==> config.mk <==
export PLATFORM = sky130hd
export DESIGN_NAME = serv_mem_bridge_flat
export DESIGN_NICKNAME = d
export VERILOG_FILES = /design/src/rtl/serv_mem_bridge_if.sv /design/src/rtl/serv_mem_bridge.sv /design/src/flat_wrapper.sv
export SDC_FILE = /design/constraint.sdc
export NUM_CORES = 1
export LEC_CHECK = 0
export ABC_AREA = 1
export BUFFER_PORTS_ARGS = -buffer_cell sky130_fd_sc_hd__buf_4
export CAP_MARGIN = 10
export CORE_UTILIZATION = 46
export CTS_BUF_LIST = sky130_fd_sc_hd__clkbuf_4 sky130_fd_sc_hd__clkbuf_8
export DETAILED_ROUTE_END_ITERATION = 6
export PLACE_DENSITY = 0.79
export SYNTH_ARGS = -nofsm -noshare
export SYNTH_HDL_FRONTEND = slang
export SYNTH_SLANG_ARGS = --single-unit
==> constraint.sdc <==
create_clock -name i_clk -period 1.55 [get_ports i_clk]
set_clock_uncertainty 0.05 [all_clocks]
set_input_delay 0.31 -clock i_clk [delete_from_list [all_inputs] [get_ports i_clk]]
set_output_delay 0.31 -clock i_clk [all_outputs]
set_load 0.05 [all_outputs]
==> src/rtl/serv_mem_bridge_if.sv <==
`default_nettype none
// ============================================================================
//  Module   : serv_mem_bridge_if
//  Purpose  : Request/response and Wishbone signal bundle for serv_mem_bridge.
//  Revision : 1.0 - initial release
// ============================================================================
interface serv_mem_bridge_if;
    logic        i_req;
    logic        i_we;
    logic [1:0]  i_size;
    logic [31:0] i_adr;
    logic [31:0] i_dat;
    logic [1:0]  i_bytecnt;
    logic        o_byte_valid;
    logic        o_busy;
    logic        o_ack;
    logic        o_err;
    logic        o_load;
    logic [31:0] o_rdat;
    logic        o_wb_cyc;
    logic        o_wb_stb;
    logic        o_wb_we;
    logic [29:0] o_wb_adr;
    logic [3:0]  o_wb_sel;
    logic [31:0] o_wb_dat;
    logic        i_wb_ack;
    logic [31:0] i_wb_rdt;

    // The bridge is the Wishbone master; the core/memory side is the slave view.
    modport master (
        input  i_req, i_we, i_size, i_adr, i_dat, i_bytecnt, i_wb_ack, i_wb_rdt,
        output o_byte_valid, o_busy, o_ack, o_err, o_load, o_rdat,
        output o_wb_cyc, o_wb_stb, o_wb_we, o_wb_adr, o_wb_sel, o_wb_dat
    );

    modport slave (
        output i_req, i_we, i_size, i_adr, i_dat, i_bytecnt, i_wb_ack, i_wb_rdt,
        input  o_byte_valid, o_busy, o_ack, o_err, o_load, o_rdat,
        input  o_wb_cyc, o_wb_stb, o_wb_we, o_wb_adr, o_wb_sel, o_wb_dat
    );
endinterface
`default_nettype wire

==> src/rtl/serv_mem_bridge.sv <==
`default_nettype none
// ============================================================================
//  Module   : serv_mem_bridge
//  Purpose  : Wishbone data-bus master for the bit-serial core's load/store path.
//  Revision : 1.0 - initial release
// ============================================================================
module serv_mem_bridge #(
    parameter int TIMEOUT = 255
) (
    input  wire logic           i_clk,
    input  wire logic           i_rst_n,
    serv_mem_bridge_if.master   bus
);

    localparam int TW = (TIMEOUT <= 1) ? 1 : $clog2(TIMEOUT + 1);
    localparam logic [TW-1:0] C_TLAST = (TIMEOUT == 0) ? '0 : TW'(TIMEOUT - 1);

    localparam logic [1:0] C_IDLE = 2'd0;
    localparam logic [1:0] C_BUSY = 2'd1;
    localparam logic [1:0] C_RESP = 2'd2;
    localparam logic [1:0] C_FAIL = 2'd3;

    logic [1:0]    r_state;
    logic [TW-1:0] r_cnt;
    logic          r_cyc;
    logic          r_we;
    logic [29:0]   r_adr;
    logic [3:0]    r_sel;
    logic [31:0]   r_dat;
    logic [31:0]   r_rdat;
    logic          r_ack;
    logic          r_err;
    logic          r_load;

    logic          w_misaligned;
    logic [3:0]    w_sel;

    // Size 2'b11 behaves as a word everywhere.
    assign w_misaligned = ((bus.i_size == 2'b01) & bus.i_adr[0]) |
                          (bus.i_size[1] & (bus.i_adr[1:0] != 2'b00));

    always_comb begin
        w_sel = 4'b1111;
        case (bus.i_size)
            2'b00:   w_sel = 4'b0001 << bus.i_adr[1:0];
            2'b01:   w_sel = bus.i_adr[1] ? 4'b1100 : 4'b0011;
            default: w_sel = 4'b1111;
        endcase
    end

    // State-independent so store data can be positioned before the request.
    assign bus.o_byte_valid = bus.i_size[1] | (bus.i_bytecnt == 2'b00) |
                              ((bus.i_size == 2'b01) & ~bus.i_bytecnt[1]);

    always_ff @(posedge i_clk or negedge i_rst_n) begin
        if (!i_rst_n) begin
            r_state <= C_IDLE;
            r_cnt   <= '0;
            r_cyc   <= 1'b0;
            r_we    <= 1'b0;
            r_adr   <= '0;
            r_sel   <= '0;
            r_dat   <= '0;
            r_rdat  <= '0;
            r_ack   <= 1'b0;
            r_err   <= 1'b0;
            r_load  <= 1'b0;
        end else begin
            r_ack  <= 1'b0;
            r_err  <= 1'b0;
            r_load <= 1'b0;
            case (r_state)
                C_IDLE: begin
                    if (bus.i_req) begin
                        if (w_misaligned) begin
                            r_state <= C_FAIL;
                        end else begin
                            r_state <= C_BUSY;
                            r_cyc   <= 1'b1;
                            r_we    <= bus.i_we;
                            r_adr   <= bus.i_adr[31:2];
                            r_sel   <= w_sel;
                            r_dat   <= bus.i_dat;
                            r_cnt   <= '0;
                        end
                    end
                end
                C_BUSY: begin
                    // An ack in the expiry cycle still completes the access.
                    if (bus.i_wb_ack) begin
                        r_cyc <= 1'b0;
                        if (r_we) begin
                            r_state <= C_IDLE;
                            r_ack   <= 1'b1;
                        end else begin
                            r_state <= C_RESP;
                            r_rdat  <= bus.i_wb_rdt;
                        end
                    end else if ((TIMEOUT != 0) && (r_cnt == C_TLAST)) begin
                        r_cyc   <= 1'b0;
                        r_state <= C_FAIL;
                    end else begin
                        r_cnt <= r_cnt + TW'(1);
                    end
                end
                C_RESP: begin
                    r_load  <= 1'b1;
                    r_ack   <= 1'b1;
                    r_state <= C_IDLE;
                end
                default: begin
                    r_err   <= 1'b1;
                    r_state <= C_IDLE;
                end
            endcase
        end
    end

    assign bus.o_busy   = (r_state != C_IDLE);
    assign bus.o_ack    = r_ack;
    assign bus.o_err    = r_err;
    assign bus.o_load   = r_load;
    assign bus.o_rdat   = r_rdat;
    assign bus.o_wb_cyc = r_cyc;
    assign bus.o_wb_stb = r_cyc;
    assign bus.o_wb_we  = r_we;
    assign bus.o_wb_adr = r_adr;
    assign bus.o_wb_sel = r_sel;
    assign bus.o_wb_dat = r_dat;

endmodule
`default_nettype wire

==> src/flat_wrapper.sv <==
// flat-port wrapper written by rule: the top's interface ports become plain ports
module serv_mem_bridge_flat 
#(
    parameter int TIMEOUT = 255
)
  (i_clk, i_rst_n, bus_i_req, bus_i_we, bus_i_size, bus_i_adr, bus_i_dat, bus_i_bytecnt, bus_i_wb_ack, bus_i_wb_rdt, bus_o_byte_valid, bus_o_busy, bus_o_ack, bus_o_err, bus_o_load, bus_o_rdat, bus_o_wb_cyc, bus_o_wb_stb, bus_o_wb_we, bus_o_wb_adr, bus_o_wb_sel, bus_o_wb_dat);
  serv_mem_bridge_if bus_i ();
  input  wire logic i_clk;
  input  wire logic i_rst_n;
  input wire logic [$bits(bus_i.i_req)-1:0] bus_i_req;
  input wire logic [$bits(bus_i.i_we)-1:0] bus_i_we;
  input wire logic [$bits(bus_i.i_size)-1:0] bus_i_size;
  input wire logic [$bits(bus_i.i_adr)-1:0] bus_i_adr;
  input wire logic [$bits(bus_i.i_dat)-1:0] bus_i_dat;
  input wire logic [$bits(bus_i.i_bytecnt)-1:0] bus_i_bytecnt;
  input wire logic [$bits(bus_i.i_wb_ack)-1:0] bus_i_wb_ack;
  input wire logic [$bits(bus_i.i_wb_rdt)-1:0] bus_i_wb_rdt;
  output wire logic [$bits(bus_i.o_byte_valid)-1:0] bus_o_byte_valid;
  output wire logic [$bits(bus_i.o_busy)-1:0] bus_o_busy;
  output wire logic [$bits(bus_i.o_ack)-1:0] bus_o_ack;
  output wire logic [$bits(bus_i.o_err)-1:0] bus_o_err;
  output wire logic [$bits(bus_i.o_load)-1:0] bus_o_load;
  output wire logic [$bits(bus_i.o_rdat)-1:0] bus_o_rdat;
  output wire logic [$bits(bus_i.o_wb_cyc)-1:0] bus_o_wb_cyc;
  output wire logic [$bits(bus_i.o_wb_stb)-1:0] bus_o_wb_stb;
  output wire logic [$bits(bus_i.o_wb_we)-1:0] bus_o_wb_we;
  output wire logic [$bits(bus_i.o_wb_adr)-1:0] bus_o_wb_adr;
  output wire logic [$bits(bus_i.o_wb_sel)-1:0] bus_o_wb_sel;
  output wire logic [$bits(bus_i.o_wb_dat)-1:0] bus_o_wb_dat;
  assign bus_i.i_req = bus_i_req;
  assign bus_i.i_we = bus_i_we;
  assign bus_i.i_size = bus_i_size;
  assign bus_i.i_adr = bus_i_adr;
  assign bus_i.i_dat = bus_i_dat;
  assign bus_i.i_bytecnt = bus_i_bytecnt;
  assign bus_i.i_wb_ack = bus_i_wb_ack;
  assign bus_i.i_wb_rdt = bus_i_wb_rdt;
  assign bus_o_byte_valid = bus_i.o_byte_valid;
  assign bus_o_busy = bus_i.o_busy;
  assign bus_o_ack = bus_i.o_ack;
  assign bus_o_err = bus_i.o_err;
  assign bus_o_load = bus_i.o_load;
  assign bus_o_rdat = bus_i.o_rdat;
  assign bus_o_wb_cyc = bus_i.o_wb_cyc;
  assign bus_o_wb_stb = bus_i.o_wb_stb;
  assign bus_o_wb_we = bus_i.o_wb_we;
  assign bus_o_wb_adr = bus_i.o_wb_adr;
  assign bus_o_wb_sel = bus_i.o_wb_sel;
  assign bus_o_wb_dat = bus_i.o_wb_dat;
  serv_mem_bridge #(.TIMEOUT(TIMEOUT)) u_core (.i_clk(i_clk), .i_rst_n(i_rst_n), .bus(bus_i));
endmodule
==> After elaboration in Yosys (flattened, before gate mapping) <==
Index checks and enable logic that the tools add are counted.
{ "word_totals": {"ramBits": 0, "output_inout_bits": 106, "in_bits": 105, "register_bits": 113, "latch_bits": 0, "romBits": 0, "elab_cells": 66, "mem_count": 0} }
{ "op_classes": {"bitwise_logic": 9, "eq_ne": 9, "mul": 0, "n_mux": 23, "reduce_logical": 12, "magnitude_cmp": 0, "n_addsub": 1, "div": 0, "shifts": 1} }
{ "op_table": {"columns": ["op", "count"], "rows": [
  ["$mux W8", 4],
  ["$pmux W8 S2", 1],
  ["$mux W2", 5],
  ["$add A8 B1 Y8 const B", 1],
  ["$eq A8 B8 Y1 const B", 1],
  ["$mux W1", 8],
  ["$ne A2 B2 Y1 const B", 4],
  ["$pmux W4 S2", 1],
  ["$logic_not A2 Y1", 3],
  ["$reduce_and A3 Y1", 2],
  ["$reduce_bool A2 Y1", 3],
  ["$reduce_and A5 Y1", 1],
  ["$eq A2 B1 Y1 const B", 2],
  ["$mux W4", 1],
  ["$pmux W1 S2", 2],
  ["$pmux W2 S2", 1],
  ["$reduce_and A4 Y1", 1],
  ["$shl A1 B2 Y4 const A", 1],
  ["$and A1 B1 Y1", 3],
  ["$ne A3 B2 Y1 const B", 1],
  ["$not A1 Y1", 3],
  ["$or A1 B1 Y1", 3],
  ["$reduce_or A3 Y1", 1],
  ["$eq A2 B2 Y1 const B", 1],
  ["$reduce_and A2 Y1", 1]
]} }

==> Logic depth before layout (Yosys ltp) <==
{ "depth": {"ltp_word": 6, "mapped_depth": 9, "depth_no_buf": 9} }

==> Worst setup path after synthesis <==
Ideal clock, no wire load.
{ "synth_path": {"kind": "register to register", "start": "register u_core.r_state[0]", "end": "register u_core.r_cnt[5]", "slack_ps": -65, "required_ps": 1435, "synth_period_minus_slack_ps": 1615, "path_stages_with_launch": 10, "arrival_ps": 1501, "path_cell_list": "dfrtp_1 > inv_1 > ha_1 > inv_2 > nor2_1 > nor2_1 > nand2_2 > nor2_4 > nand2_1 > nand2_1"} }
{ "synth_between": {"elab_chain_cells": 3, "elab_cells_between_ends": 9, "cone_classes": "5 x eq/ne; 1 x mux; 3 x reduce/logical"} }
{ "synth_rtl": {"columns": ["item", "line", "text"], "rows": [
  ["start, declared", "serv_mem_bridge.sv:23", "logic [1:0] r_state;"],
  ["start signal, assigned", "serv_mem_bridge.sv:57", "r_state <= C_IDLE;"],
  ["start signal, assigned", "serv_mem_bridge.sv:76", "r_state <= C_FAIL;"],
  ["start signal, assigned", "serv_mem_bridge.sv:78", "r_state <= C_BUSY;"],
  ["$eq A2 B1 Y1 or $logic_not A2 Y1 (tied branches)", "serv_mem_bridge.sv:72", "case (r_state)"],
  ["$ne A2 B2 Y1 (no line) or $reduce_bool A2 Y1 (tied branches)", null, null],
  ["$reduce_and A5 Y1 (no line)", null, null],
  ["end signal, assigned", "serv_mem_bridge.sv:103", "r_cnt <= r_cnt + TW'(1);"],
  ["end, declared", "serv_mem_bridge.sv:24", "logic [TW-1:0] r_cnt;"]
]} }
Several ways; a longest one is shown, not always the timed one.
A chain may end at the register's enable or synchronous reset.

==> Worst setup path after layout <==
{ "layout_path": {"start": "register u_core.r_state[0]", "end": "output bus_o_busy"} }
{ "layout_between": {"elab_chain_cells": 1} }
{ "layout_rtl": {"columns": ["item", "line", "text"], "rows": [
  ["$reduce_bool A2 Y1", "serv_mem_bridge.sv:119", "assign bus.o_busy = (r_state != C_IDLE);"],
  ["end, declared", "flat_wrapper.sv:19", "output wire logic [$bits(bus_i.o_busy)-1:0] bus_o_busy;"]
]} }
No other way between the ends.

==> results_dict.tcl <==
set metrics [dict create \
    outcome "finished with violations" \
    violations "design-rule violations, negative setup slack" \
    ys.flop_type "dfrtp_1" \
    fillCellCount 753 \
    comb_power_share_pct 59.4 \
    yosys_warnings 0 \
    drv_slew 0 \
    min_period_ns 1.695 \
    path_clk_slew_ns 0.08 \
    async_reset_ff_share_pct 100.0 \
    syn-num-nets 599 \
    drive_gt1_share_pct 66.24 \
    h-tree-depth 4 \
    peakVddDrop_v 0.001846 \
    synth.area.top_cells "dfrtp_1, nand2_4, mux2_4" \
    vias 4428 \
    grt_pass1_wl_um 21990 \
    cp_num_buf_inv 4 \
    yosysTopAreaCell "dfrtp_1" \
    worstSetupPathType "reg2out" \
    p_seq_share_pct 25.5 \
    clock.fmax_ghz 0.5899 \
    hold_path_class "in2reg" \
    cts_buffers 17 \
    io_buffers 210 \
    routed_wl_um 15310 \
    tns_ns -6.820 \
    cp_slowest_cell "dfrtp_1" \
    num_rows 39 \
    wl_per_cell_um 16.66 \
    timing.slew.headroom_pct 75.97 \
    netlist.area_leader.share_pct 51.60 \
    cp_cell_sequence "inv_2 -> ha_4 -> inv_4 -> buf_6 -> buf_8" \
    fp.dieH_um 111.2 \
    synth_most_common_cell "nand2_1" \
    clk_path_buf_depth 2 \
    die-area_um2 12350 \
    synth-seq-cells 113 \
    end_kind "output port" \
    p_per_area_nw_per_um2 2383 \
    grt_max_degree 39 \
    power.net_switching_mw 9.916 \
    drc 37 \
    cts_tree "yes" \
    crit_family "flip-flops" \
    final_nets 874 \
    ios 211 \
    grt_pass1_vias 4439 \
    clock_sinks 113 \
    vias_per_cell 4.818 \
    gr-total-overflow 0 \
    n_antenna_cell 0 \
    setup_violations 101 \
    coreArea_um2 11520 \
    finalCritPeriodShare_pct 109.4 \
    avgSynthCellArea_um2 11.23 \
    rsz0062_at_grt "true" \
    drv_cap 0 \
    finalHoldViolCount 0 \
    p_leak_nw 4.840 \
    cp_max_fo 2 \
    die_w_um 111.2 \
    insertion_delay_ns 0.41 \
    synth-edff-count 0 \
    yosysSeqAreaShare_pct 51.60 \
    first_iter_violations 326 \
    syn_area_um2 5480 \
    place_hpwl_um 9548 \
    dpl_cell_area_um2 7326 \
    critPathMaxStageDelay_ns 0.40 \
    hold_ws_ns 0.03720 \
    tightest_slew_ns 0.3604 \
    area_delta_synth_final_pct 57.42 \
    p_int_mw 10.64 \
    synth_cells 488 \
    synthDistinctLibCells 28 \
    critPathLaunchType "flop" \
    crit_arrival_ns 1.34 \
    critical_path_required_ns 1.19 \
    p_total_mw 20.56 \
    fin_area_um2 8627 \
    worst_slack_ns -0.1451 \
    antenna_found_initial 0 \
    synthTopCellsByCount "nand2_1, dfrtp_1, nand2_2" \
    track_usage_pct 22.76 \
    cts_root_buf "clkbuf_8" \
    gp_congestion 0.7696 \
    drt_first_pass_iters 6 \
    initial_core_util_pct 47.59 \
    p_sw_share_pct 48.24 \
    drtAntennaViolNets 0 \
    clkPwrFrac_pct 15.2 \
]
## cell usage in the layout, fill, tap and decap left out, drive strengths merged, types with 2 or more instances in the layout
cell    count
clkbuf     26
nand3       9
bufinv      4
buf       263
dfrtp     113
xor2        2
nand2     244
mux2       32
inv        16
ha          6
o21ai      13
nor2       30
clkinv      9
a21oi       2
## timing repair
item / in CTS / in global routing
endpoints found under the setup margin: 71 / 107
endpoints found under the hold margin: 20 / 0
gates cloned: 4 / 11
pin swaps: 6 / 11
resized for setup: 16 / 81
setup buffers: 6 / 18
hold buffers: 1 / 0
## logic make-up (layout without fill, tap and decap cells)
group	Yosys count	after routing	share of synthesized area [%]
DFF	113	113	51.60
muxes	32	32	8.630
xor gates and xnor gates	2	2	0.3197
buffers and inverters	33	320	4.863
adders and majority gates	6	6	1.370
and+or+nand+nor	285	286	31.58
AOI/OAI and AO/OA	17	17	1.644
## routing by layer
layer | track usage [%] | up-vias | wire length, um
met1 | 29.22 | 2151 | 6172
met5 | 0 | - | 0
met4 | 8.018 | 0 | 270
met3 | 4.647 | 24 | 909
met2 | 38.32 | 174 | 7957
li1 | - | 2079 | -
## power by group through the flow
stage | Sequential, mW | Combinational, mW | Clock, mW
floorplan | 9.55 | 3.09 | 0
global placement | 5.09 | 10.6 | 0
detailed placement | 5.13 | 10.9 | 0
CTS | 5.11 | 11.3 | 3.15
global route | 5.37 | 12.7 | 3.30
finish | 5.23 | 12.2 | 3.12
## worst reg2reg max path: cells and delay by family, from the launching register on
kind	cells	cell delay, ns
flip-flops	1	0.39
AND/OR/NAND/NOR	2	0.13
adder cells (fa/ha/maj)	1	0.14
multiplexers	1	0.29
buffers and inverters	5	0.56
## sequential cells by signal, indices dropped and copies added (netlist names)
name	flops
u_core.bus.o_rdat	32
u_core.bus.o_wb_dat	32
u_core.bus.o_wb_adr	30
u_core.r_cnt	8
u_core.bus.o_wb_sel	4
u_core.r_state	2
u_core.bus.o_ack	1
u_core.bus.o_err	1
u_core.bus.o_load	1
u_core.bus.o_wb_cyc	1
u_core.bus.o_wb_we	1
## cell type report
cell class,count,area [um^2],area share (%)
Tap cell,143,178.9,2.074
Inverter,15,73.82,0.8557
Multi-Input combinational cell,343,2584,29.95
Clock buffer,19,261.5,3.031
Timing Repair Buffer,271,2491,28.88
Sequential cell,113,2828,32.78
Clock inverter,13,182.7,2.117
Timing Repair inverter,2,27.53,0.3191
## per-stage QoR
step / utilization [%] / instances / setup WS [ns]
3_3_place_gp: 63.61 / 848 / 0.01398
6_report: 74.91 / 919 / -0.1451
5_1_grt: 74.91 / 919 / -0.1983
3_5_place_dp: 63.61 / 848 / -0.04306
2_1_floorplan: - / 488 / 0.01653
4_1_cts: 69.29 / 891 / -0.1462
## worst paths after layout
check | startpoint | end | slack, ns | cells past startpoint
max | u_core.r_state[0] | bus_o_busy | -0.15 | 5
min | bus_i_adr[11] | u_core.bus.o_wb_adr[9] | 0.04 | 3
max reg2reg | u_core.r_state[1] | u_core.bus.o_rdat[7] | -0.13 | 9
min reg2reg | u_core.bus.o_wb_dat[16] | u_core.bus.o_wb_dat[16] | 0.45 | 2
max in group asynchronous | i_rst_n | u_core.bus.o_wb_adr[8] | 0.62 | 3
min in group asynchronous | i_rst_n | u_core.bus.o_wb_dat[14] | 0.29 | 2
(Power assumes the default switching activity.)
